==> config.mk <==
export PLATFORM = sky130hd
export DESIGN_NAME = flow_writer_flat
export DESIGN_NICKNAME = d
export VERILOG_FILES = /design/src/rtl/flow_writer_if.sv /design/src/rtl/flow_writer.sv /design/src/flat_wrapper.sv
export SDC_FILE = /design/constraint.sdc
export NUM_CORES = 1
export LEC_CHECK = 0
export CORE_AREA = 2 2 251 191
export CTS_CLUSTER_SIZE = 14
export DETAILED_ROUTE_END_ITERATION = 6
export DIE_AREA = 0 0 253 193
export PLACE_DENSITY = 0.45
export REMOVE_ABC_BUFFERS = 1
export SLEW_MARGIN = 20
export SYNTH_ARGS = -nofsm -noshare
export SYNTH_HDL_FRONTEND = slang
export SYNTH_SLANG_ARGS = --single-unit
==> constraint.sdc <==
create_clock -name clk -period 5 [get_ports clk]
set_input_delay 1 -clock clk [delete_from_list [all_inputs] [get_ports clk]]
set_output_delay 1 -clock clk [all_outputs]
set_load 0.03 [all_outputs]
==> src/rtl/flow_writer_if.sv <==
// Solver-result input channel and flow-BRAM write channel of flow_writer.
// master drives results and grant; slave (flow_writer) drives ready and the write port.
interface flow_writer_if #(
  parameter int WIDTH      = 320,
  parameter int HEIGHT     = 240,
  parameter int ADDR_WIDTH = 18,
  parameter int FLOW_WIDTH = 16
);
  localparam int XW = $clog2(WIDTH);
  localparam int YW = $clog2(HEIGHT);

  logic                    in_valid;
  logic                    in_ready;
  logic [XW-1:0]           in_x;
  logic [YW-1:0]           in_y;
  logic [FLOW_WIDTH-1:0]   in_u;
  logic [FLOW_WIDTH-1:0]   in_v;
  logic                    wr_grant;
  logic                    wr_en;
  logic [ADDR_WIDTH-1:0]   wr_addr;
  logic [2*FLOW_WIDTH-1:0] wr_data;

  modport master (
    output in_valid, in_x, in_y, in_u, in_v, wr_grant,
    input  in_ready, wr_en, wr_addr, wr_data
  );

  modport slave (
    input  in_valid, in_x, in_y, in_u, in_v, wr_grant,
    output in_ready, wr_en, wr_addr, wr_data
  );
endinterface

==> src/rtl/flow_writer.sv <==
// Buffers solver flow vectors in a small FIFO and writes {u,v} to the flow BRAM at y*WIDTH+x; pulses done after a full frame.
// Handshake to wr_en is 2 cycles; in_ready is registered from occupancy. FLOW_WRITER_ORDER_CHECK_EN adds a raster-order checker.
module flow_writer #(
  parameter int WIDTH      = 320,
  parameter int HEIGHT     = 240,
  parameter int ADDR_WIDTH = 18,
  parameter int FLOW_WIDTH = 16,
  parameter int FIFO_DEPTH = 4
) (
  input  logic             clk,
  input  logic             rst_n,
  input  logic             start,
  flow_writer_if.slave     bus,
  output logic             busy,
  output logic             done,
  output logic             coord_err,
  output logic             order_err
);
  localparam int XW = $clog2(WIDTH);
  localparam int YW = $clog2(HEIGHT);
  localparam int PW = $clog2(FIFO_DEPTH);
  localparam logic [ADDR_WIDTH-1:0] TOTAL = ADDR_WIDTH'(WIDTH * HEIGHT);

  typedef enum logic [1:0] {IDLE, WRITE, DONE_ST} state_t;

  typedef struct packed {
    logic [XW-1:0]         x;
    logic [YW-1:0]         y;
    logic [FLOW_WIDTH-1:0] u;
    logic [FLOW_WIDTH-1:0] v;
  } entry_t;

  state_t                  state_q, state_d;
  entry_t                  mem_q [FIFO_DEPTH];
  entry_t                  mem_d [FIFO_DEPTH];
  logic [PW:0]             wp_q, wp_d, rp_q, rp_d, occ_d;
  logic [ADDR_WIDTH-1:0]   cnt_q, cnt_d, wr_addr_q, wr_addr_d;
  logic [2*FLOW_WIDTH-1:0] wr_data_q, wr_data_d;
  logic                    wr_en_q, wr_en_d, in_ready_q, in_ready_d;
  logic                    done_q, done_d, coord_err_q, coord_err_d;
  logic                    push, pop, empty, head_ok;
  entry_t                  head, in_entry;

  assign in_entry = '{x: bus.in_x, y: bus.in_y, u: bus.in_u, v: bus.in_v};
  assign empty    = (wp_q == rp_q);
  assign head     = mem_q[rp_q[PW-1:0]];
  assign head_ok  = (32'(head.x) < WIDTH) && (32'(head.y) < HEIGHT);
  // in_ready_q is only ever high in WRITE, so it alone qualifies a push.
  assign push     = bus.in_valid && in_ready_q;
  assign pop      = (state_q == WRITE) && !empty && bus.wr_grant;

  always_comb begin
    state_d     = state_q;
    mem_d       = mem_q;
    wp_d        = wp_q;
    rp_d        = rp_q;
    cnt_d       = cnt_q;
    wr_addr_d   = wr_addr_q;
    wr_data_d   = wr_data_q;
    wr_en_d     = 1'b0;
    done_d      = 1'b0;
    coord_err_d = coord_err_q;
    unique case (state_q)
      IDLE: begin
        if (start) begin
          state_d     = WRITE;
          wp_d        = '0;
          rp_d        = '0;
          cnt_d       = '0;
          coord_err_d = 1'b0;
        end
      end
      WRITE: begin
        if (push) begin
          mem_d[wp_q[PW-1:0]] = in_entry;
          wp_d                = wp_q + 1'b1;
        end
        if (pop) begin
          rp_d = rp_q + 1'b1;
          if (head_ok) begin
            wr_en_d   = 1'b1;
            wr_addr_d = ADDR_WIDTH'(head.y) * ADDR_WIDTH'(WIDTH) + ADDR_WIDTH'(head.x);
            wr_data_d = {head.u, head.v};
            cnt_d     = cnt_q + 1'b1;
            if (cnt_d == TOTAL) state_d = DONE_ST;
          end else begin
            coord_err_d = 1'b1;
          end
        end
      end
      DONE_ST: begin
        state_d = IDLE;
        done_d  = 1'b1;
      end
      default: state_d = IDLE;
    endcase
    occ_d      = wp_d - rp_d;
    // Occupancy never exceeds FIFO_DEPTH, so the MSB alone flags full.
    in_ready_d = (state_d == WRITE) && !occ_d[PW];
  end

  always_ff @(posedge clk or negedge rst_n) begin
    if (!rst_n) begin
      state_q     <= IDLE;
      wp_q        <= '0;
      rp_q        <= '0;
      cnt_q       <= '0;
      wr_addr_q   <= '0;
      wr_data_q   <= '0;
      wr_en_q     <= 1'b0;
      in_ready_q  <= 1'b0;
      done_q      <= 1'b0;
      coord_err_q <= 1'b0;
    end else begin
      state_q     <= state_d;
      wp_q        <= wp_d;
      rp_q        <= rp_d;
      cnt_q       <= cnt_d;
      wr_addr_q   <= wr_addr_d;
      wr_data_q   <= wr_data_d;
      wr_en_q     <= wr_en_d;
      in_ready_q  <= in_ready_d;
      done_q      <= done_d;
      coord_err_q <= coord_err_d;
    end
  end

  always_ff @(posedge clk) begin
    mem_q <= mem_d;
  end

`ifdef FLOW_WRITER_ORDER_CHECK_EN
  logic [XW-1:0] ex_q, ex_d;
  logic [YW-1:0] ey_q, ey_d;
  logic          order_err_q, order_err_d;
  logic          in_ok;

  assign in_ok = (32'(bus.in_x) < WIDTH) && (32'(bus.in_y) < HEIGHT);

  // Expected position always resyncs to the received coordinate + 1.
  always_comb begin
    ex_d        = ex_q;
    ey_d        = ey_q;
    order_err_d = order_err_q;
    if (state_q == IDLE && start) begin
      ex_d        = '0;
      ey_d        = '0;
      order_err_d = 1'b0;
    end else if (push && in_ok) begin
      if (bus.in_x != ex_q || bus.in_y != ey_q) order_err_d = 1'b1;
      if (32'(bus.in_x) == WIDTH - 1) begin
        ex_d = '0;
        ey_d = (32'(bus.in_y) == HEIGHT - 1) ? '0 : bus.in_y + 1'b1;
      end else begin
        ex_d = bus.in_x + 1'b1;
        ey_d = bus.in_y;
      end
    end
  end

  always_ff @(posedge clk or negedge rst_n) begin
    if (!rst_n) begin
      ex_q        <= '0;
      ey_q        <= '0;
      order_err_q <= 1'b0;
    end else begin
      ex_q        <= ex_d;
      ey_q        <= ey_d;
      order_err_q <= order_err_d;
    end
  end

  assign order_err = order_err_q;
`else
  assign order_err = 1'b0;
`endif

  assign bus.in_ready = in_ready_q;
  assign bus.wr_en    = wr_en_q;
  assign bus.wr_addr  = wr_addr_q;
  assign bus.wr_data  = wr_data_q;
  assign busy         = (state_q != IDLE);
  assign done         = done_q;
  assign coord_err    = coord_err_q;
endmodule

==> src/flat_wrapper.sv <==
// flat-port wrapper written by rule: the top's interface ports become plain ports
module flow_writer_flat 
#(
  parameter int WIDTH      = 320,
  parameter int HEIGHT     = 240,
  parameter int ADDR_WIDTH = 18,
  parameter int FLOW_WIDTH = 16,
  parameter int FIFO_DEPTH = 4
)
  (clk, rst_n, start, busy, done, coord_err, order_err, bus_in_valid, bus_in_x, bus_in_y, bus_in_u, bus_in_v, bus_wr_grant, bus_in_ready, bus_wr_en, bus_wr_addr, bus_wr_data);
  flow_writer_if #(.WIDTH(WIDTH), .HEIGHT(HEIGHT), .ADDR_WIDTH(ADDR_WIDTH), .FLOW_WIDTH(FLOW_WIDTH)) bus_i ();
  input  logic clk;
  input  logic rst_n;
  input  logic start;
  output logic busy;
  output logic done;
  output logic coord_err;
  output logic order_err;
  input wire logic [$bits(bus_i.in_valid)-1:0] bus_in_valid;
  input wire logic [$bits(bus_i.in_x)-1:0] bus_in_x;
  input wire logic [$bits(bus_i.in_y)-1:0] bus_in_y;
  input wire logic [$bits(bus_i.in_u)-1:0] bus_in_u;
  input wire logic [$bits(bus_i.in_v)-1:0] bus_in_v;
  input wire logic [$bits(bus_i.wr_grant)-1:0] bus_wr_grant;
  output wire logic [$bits(bus_i.in_ready)-1:0] bus_in_ready;
  output wire logic [$bits(bus_i.wr_en)-1:0] bus_wr_en;
  output wire logic [$bits(bus_i.wr_addr)-1:0] bus_wr_addr;
  output wire logic [$bits(bus_i.wr_data)-1:0] bus_wr_data;
  assign bus_i.in_valid = bus_in_valid;
  assign bus_i.in_x = bus_in_x;
  assign bus_i.in_y = bus_in_y;
  assign bus_i.in_u = bus_in_u;
  assign bus_i.in_v = bus_in_v;
  assign bus_i.wr_grant = bus_wr_grant;
  assign bus_in_ready = bus_i.in_ready;
  assign bus_wr_en = bus_i.wr_en;
  assign bus_wr_addr = bus_i.wr_addr;
  assign bus_wr_data = bus_i.wr_data;
  flow_writer #(.WIDTH(WIDTH), .HEIGHT(HEIGHT), .ADDR_WIDTH(ADDR_WIDTH), .FLOW_WIDTH(FLOW_WIDTH), .FIFO_DEPTH(FIFO_DEPTH)) u_core (.clk(clk), .rst_n(rst_n), .start(start), .bus(bus_i), .busy(busy), .done(done), .coord_err(coord_err), .order_err(order_err));
endmodule
; Word level (Yosys, flattened, before mapping)
; Index checks and enable logic that the tools add are counted.
[classes]
n_bitwise = 2
n_lt_le_gt_ge = 5
n_addsub = 5
muxes = 29
reduce_logical = 15
n_eq_ne = 9
n_mul = 1
[op_table]
columns = op, count
row1 = $bwmux W196, 1
row2 = $mux W49, 3
row3 = $bmux W49 S2, 1
row4 = $demux W49 S2, 1
row5 = $mux W18, 3
row6 = $pmux W18 S2, 1
row7 = $add A17 B9 Y18, 1
row8 = $add A18 B1 Y18 const B, 1
row9 = $eq A18 B17 Y1 const B, 1
row10 = $mux W3, 4
row11 = $pmux W3 S2, 2
row12 = $mul A8 B3 Y11 const B, 1
row13 = $lt A9 B9 Y1 const B, 1
row14 = $lt A8 B8 Y1 const B, 1
row15 = $mux W2, 4
row16 = $reduce_and A4 Y1, 2
row17 = $mux W1, 7
row18 = $add A3 B1 Y3 const B, 2
row19 = $ge A3 B3 Y1 const B, 2
row20 = $logic_and A1 B1 Y1, 6
row21 = $not A2 Y3, 2
row22 = $eq A2 B1 Y1 const B, 2
row23 = $ne A2 B1 Y1 const B, 2
row24 = $ne A2 B2 Y1 const B, 2
row25 = 11 further kinds, 13
[word_totals]
ff_bits = 276
out_inout_bits = 56

; Depth between registers and ports, before layout
[logic_depth]
depth_word = 11
ltp_mapped = 13

; Worst setup path after synthesis
; No wires, ideal clock.
[synth_path]
path_kind = register to register
startpoint = register u_core.rp_q[0]
endpoint = register u_core.wr_addr_q[16] (netlist: u_core.bus.wr_addr[16])
required_time_ns = 4.935
stages_incl_launch_ff = 14
arrival_time_ns = 3.400
path_slack_ns = 1.534
setup_ns = 0.065
cell_sequence = dfrtp_1 buf_6 buf_12 buf_2 mux4_2 ha_1 ha_1 fa_1 a21o_1 a21oi_1 xnor2_1 nand3_1 nor3b_1 o22a_1
[synth_between]
elab_chain_cells = 7
[synth_lines]
columns = element, line
row1 = from (decl), flow_writer.sv:36  ; logic [PW:0] wp_q, wp_d, rp_q, rp_d, occ_d;
row2 = from (signal assigned), flow_writer.sv:117  ; rp_q <= rp_d;
row3 = branches (longest 7 deep; another with $add A17 B9 Y18), --
row4 = to (signal assigned), flow_writer.sv:119  ; wr_addr_q <= wr_addr_d;
row5 = to (decl), flow_writer.sv:37  ; logic [ADDR_WIDTH-1:0] cnt_q, cnt_d, wr_addr_q, wr_addr_d;
; Parallel ways; which one is timed is not known. The select of a mux whose other input is x is not followed.
; A chain may end at the register's enable or synchronous reset.

; Worst setup path after layout
; Ends and elaborated chain as after synthesis.

==> summary.md <==
| Metric | Value |
|---|---|
| Final Cycle Share | 73.65% |
| Sw Pwr | 0.003251 W |
| Sw Share | 35.84% |
| Clk root buf | clkbuf_16 |
| Max Clock Freq | 271.5 MHz |
| Crit path DAT | 4.18 ns |
| Hold Crit Depth | 2 |
| Placed Area | 13,200 sq um |
| GPL Wtd Cong | 0.7501 |
| Final Skew | 0.05133 ns |
| EDFF count, synth | 196 |
| Die width | 253 microns |
| Clock power share | 24.1% |
| H-tree depth | 1 |
| PD cells | 640.3 nW/um^2 |
| Sequential Power Share | 36.4% |
| Finished Cell Area | 14,170 sq um |
| IO Port Bufs | 108 |
| Synth Warn # | 0 |
| Slew @ Worst Pin | 0.8634 ns |
| Pre-CTS setup slack | 1.271 ns |
| Fin. Hold Viols | 0 |
| ANT cells | 0 |
| Row cnt | 69 |
| Final count of negative-setup-slack endpoints | 0 |
| RSZ-0062 raised after global routing | false |
| Max cap viols | 0 |
| Global route overflow | 0 |
| Yosys reg bits | 276 |
| GR Util All Layers | 10.71% |
| Ports | 110 |
| Post-Syn Area | 11,480 sq um |
| Final core occ | 30.39% |
| Clock Latency Late Sink | 0.60 ns |
| CTS tree | built |
| Avg Cell Area, Syn | 17.29 sq um |
| Routed WL per cell | 18.30 microns |
| Setup TNS | 0 ns |
| DR pass1 iterations | 5 |
| Inserted Clock Buffers | 30 |
| Final Max Slew Viols | 0 |
| First-pass GRT wire length | 39,840 microns |
| Hpwl dp | 15,700 microns |
| Vias in the first global route | 6,293 |
| Final Critical Period | 3.683 ns |
| Starting Density | 24.62% |
| Commonest register cell after synthesis | edfxtp_1 |
| Initial antenna violation count | 5 |
| Die area | 48,830 sq um |
| Die height | 193 microns |
| Nets | 859 |
| Met1 track demand over resource | 15.32% |
| Busiest grt layer | met2 |
| Clk slew on worst S/H paths | 0.07 ns |
| Final worst setup slack | 1.317 ns |
| Crit start category | flop |
| CTS sink count | 276 |
| Internal | 0.005819 W |
| Peak supply drop | 0.2824 mV |
| Ys async rst share | 28.99% |
| DRC | 0 |
| Share of post-route cells with drive strength above 1 | 19.38% |
| Worst relative slew slack | 42.44% |
| Combinational share of power | 39.5% |
| Vias | 6,048 |
| ANT nets after route | 0 |
| Number of gates resized after cts | 0 |
| Crit-path max FO | 29 |
| Cell count after synthesis | 664 |
| Vias per inst | 4.295 |
| Pleak | 4.917 nW |
| Crit path capture type | flop |
| Largest net degree at the start of global routing | 50 |
| Status | finished clean |
| Hold crit path type | flop to flop |
| Post-CTS Hold Fix Bufs | 0 |
| CP required | 5.49 ns |
| Final wirelength | 25,770 microns |
| Worst R2R Path Depth | 9 |
| Max Root-Sink Buffers | 3 |
| Area Growth Syn to Fin | 23.41% |
| DRT iter0 DRCs | 292 |
| Postcts setup bufs | 0 |
| Unique masters post-synth | 73 |
| Critical path class | flop to flop |
| Register area share after synthesis | 68.72% |
| GR Util met2 | 15.92% |
| CORE AREA | 46,620 sq um |
| Met3 Usage GRT | 3.235% |
-- logic make-up (layout without fill, tap and decap cells) --
kind of cell | Yosys count | in the layout | share of synthesized area, %
DFF | 276 | 276 | 68.72
and+or+nand+nor | 122 | 122 | 5.766
xor gates and xnor gates | 21 | 21 | 1.766
AOI/OAI and AO/OA | 84 | 84 | 5.156
muxes | 90 | 90 | 13.65
adders and majority gates | 24 | 24 | 2.747
buffers and inverters | 46 | 187 | 2.169
other | 1 | 1 | 0.03267
-- worst paths after layout --
kind | start | end | slack, ns
max | u_core.rp_q[0] | u_core.bus.wr_addr[16] | 1.32
min | u_core.bus.wr_addr[12] | u_core.bus.wr_addr[12] | 0.48
max reg2reg | u_core.rp_q[0] | u_core.bus.wr_addr[16] | 1.32
max in group asynchronous | rst_n | u_core.bus.wr_data[5] | 3.51
min in group asynchronous | rst_n | u_core.bus.wr_data[15] | 0.49
min reg2reg | u_core.bus.wr_addr[12] | u_core.bus.wr_addr[12] | 0.48
-- power by group through the flow --
stage                     Combinational (W)  Clock (W)  Sequential [W]
after floorplan                     0.00205          0         0.00373
after global placement              0.00366          0         0.00337
after detailed placement            0.00367          0         0.00337
after CTS                           0.00369    0.00225         0.00333
after global routing                0.00400    0.00234         0.00338
final                               0.00359    0.00218         0.00330
-- metrics by stage --
step / hold WS [ns] / power, W / instances
6_report: 0.4824 / 0.009070 / 1408
5_1_grt: 0.5043 / 0.009719 / 1408
3_5_place_dp: 0.4731 / 0.007035 / 1352
4_1_cts: 0.4871 / 0.009269 / 1408
2_1_floorplan: 0.4569 / 0.005786 / 634
3_3_place_gp: 0.4670 / 0.007034 / 1352
-- critical path, cell delays in order (launching register included) --
cell and delay, ns:
dfrtp_4 0.86, mux4_2 0.64, ha_1 0.36, ha_1 0.30, a21oi_1 0.23, o21a_1 0.21, a21boi_0 0.42, nand3_1 0.18
nor3b_1 0.23, o22a_1 0.16
-- layout by cell type (no fill, tap or decap), types with 3 or more instances in the layout --
master	synthesis	layout
clkinvlp_4	0	4
nor2_1	23	23
nor3_1	3	3
xnor2_1	7	7
nand4_1	3	3
and3_1	5	5
o31ai_1	8	8
clkbuf_16	0	30
and4b_1	3	3
a21oi_1	10	10
inv_1	15	15
a21o_1	3	3
clkbuf_1	12	6
and2_4	0	4
o21ai_1	9	9
o21ai_0	25	25
clkinv_2	0	7
clkinv_1	0	3
clkdlybuf4s50_1	0	107
nor2b_1	3	3
buf_4	1	8
ha_1	22	22
nand3_1	13	13
xor2_1	13	13
dfrtp_1	80	78
nand2b_1	4	4
mux4_2	48	48
mux2_2	29	29
and2_1	7	3
nand2_1	39	39
mux2_1	10	10
edfxtp_1	196	196
-- per-layer routing --
| metal | wire, microns | vias to the layer above |
|---|---|---|
| met5 | 57 | - |
| met4 | 550 | 8 |
| met3 | 1501 | 44 |
| met2 | 10970 | 117 |
| met1 | 12690 | 3063 |
| li1 | - | 2816 |
-- registers in the layout (all words and copies together), names as in the netlist --
register	count
u_core.mem_q	196
u_core.rp_q	3
u_core.wp_q	3
u_core.done	1
u_core.coord_err	1
u_core.bus.wr_data	32
u_core.state_q	2
u_core.bus.wr_addr	18
u_core.bus.wr_en	1
u_core.bus.in_ready	1
u_core.cnt_q	18
-- area by class of cell --
| cell class | count | area [sq um] |
|---|---|---|
| multi-input combinational | 342 | 3352 |
| fill | 4641 | 32450 |
| tap | 603 | 754.5 |
| clock buffer | 37 | 787.0 |
| clock inverter | 19 | 183.9 |
| sequential | 276 | 7893 |
| inverter | 16 | 65.06 |
| timing repair buffer | 115 | 1131 |
-- synth_stat cells, drive strengths merged (2+ instances only) --
library cell / number / area [sq um]
o21a: 2 / 15.01
nand2: 40 / 152.6
o31ai: 9 / 72.57
inv: 15 / 56.30
a21o: 3 / 22.52
edfxtp: 196 / 5886
nor3: 5 / 35.03
or3: 2 / 12.51
or3b: 2 / 17.52
nor4b: 2 / 32.53
nor3b: 2 / 15.01
nor2: 23 / 86.33
mux2: 39 / 439.2
o2111ai: 2 / 17.52
o41ai: 2 / 25.03
o21bai: 2 / 15.01
ha: 22 / 275.3
nor2b: 3 / 18.77
a211oi: 3 / 27.52
o211ai: 3 / 36.28
nand2b: 4 / 25.02
o21ai: 35 / 178.9
nor4: 2 / 12.51
nand4: 5 / 43.79
clkbuf: 12 / 45.04
xnor2: 7 / 61.31
mux4: 49 / 1107
fa: 2 / 40.04
mux2i: 2 / 20.02
o311a: 2 / 31.28
dfrtp: 80 / 2002
and2: 7 / 43.79
a21oi: 10 / 50.05
and3: 5 / 31.28
buf: 18 / 138.9
nand3: 14 / 82.58
and4b: 3 / 30.03
xor2: 14 / 141.4
Power figures use the tool's default switching activity.
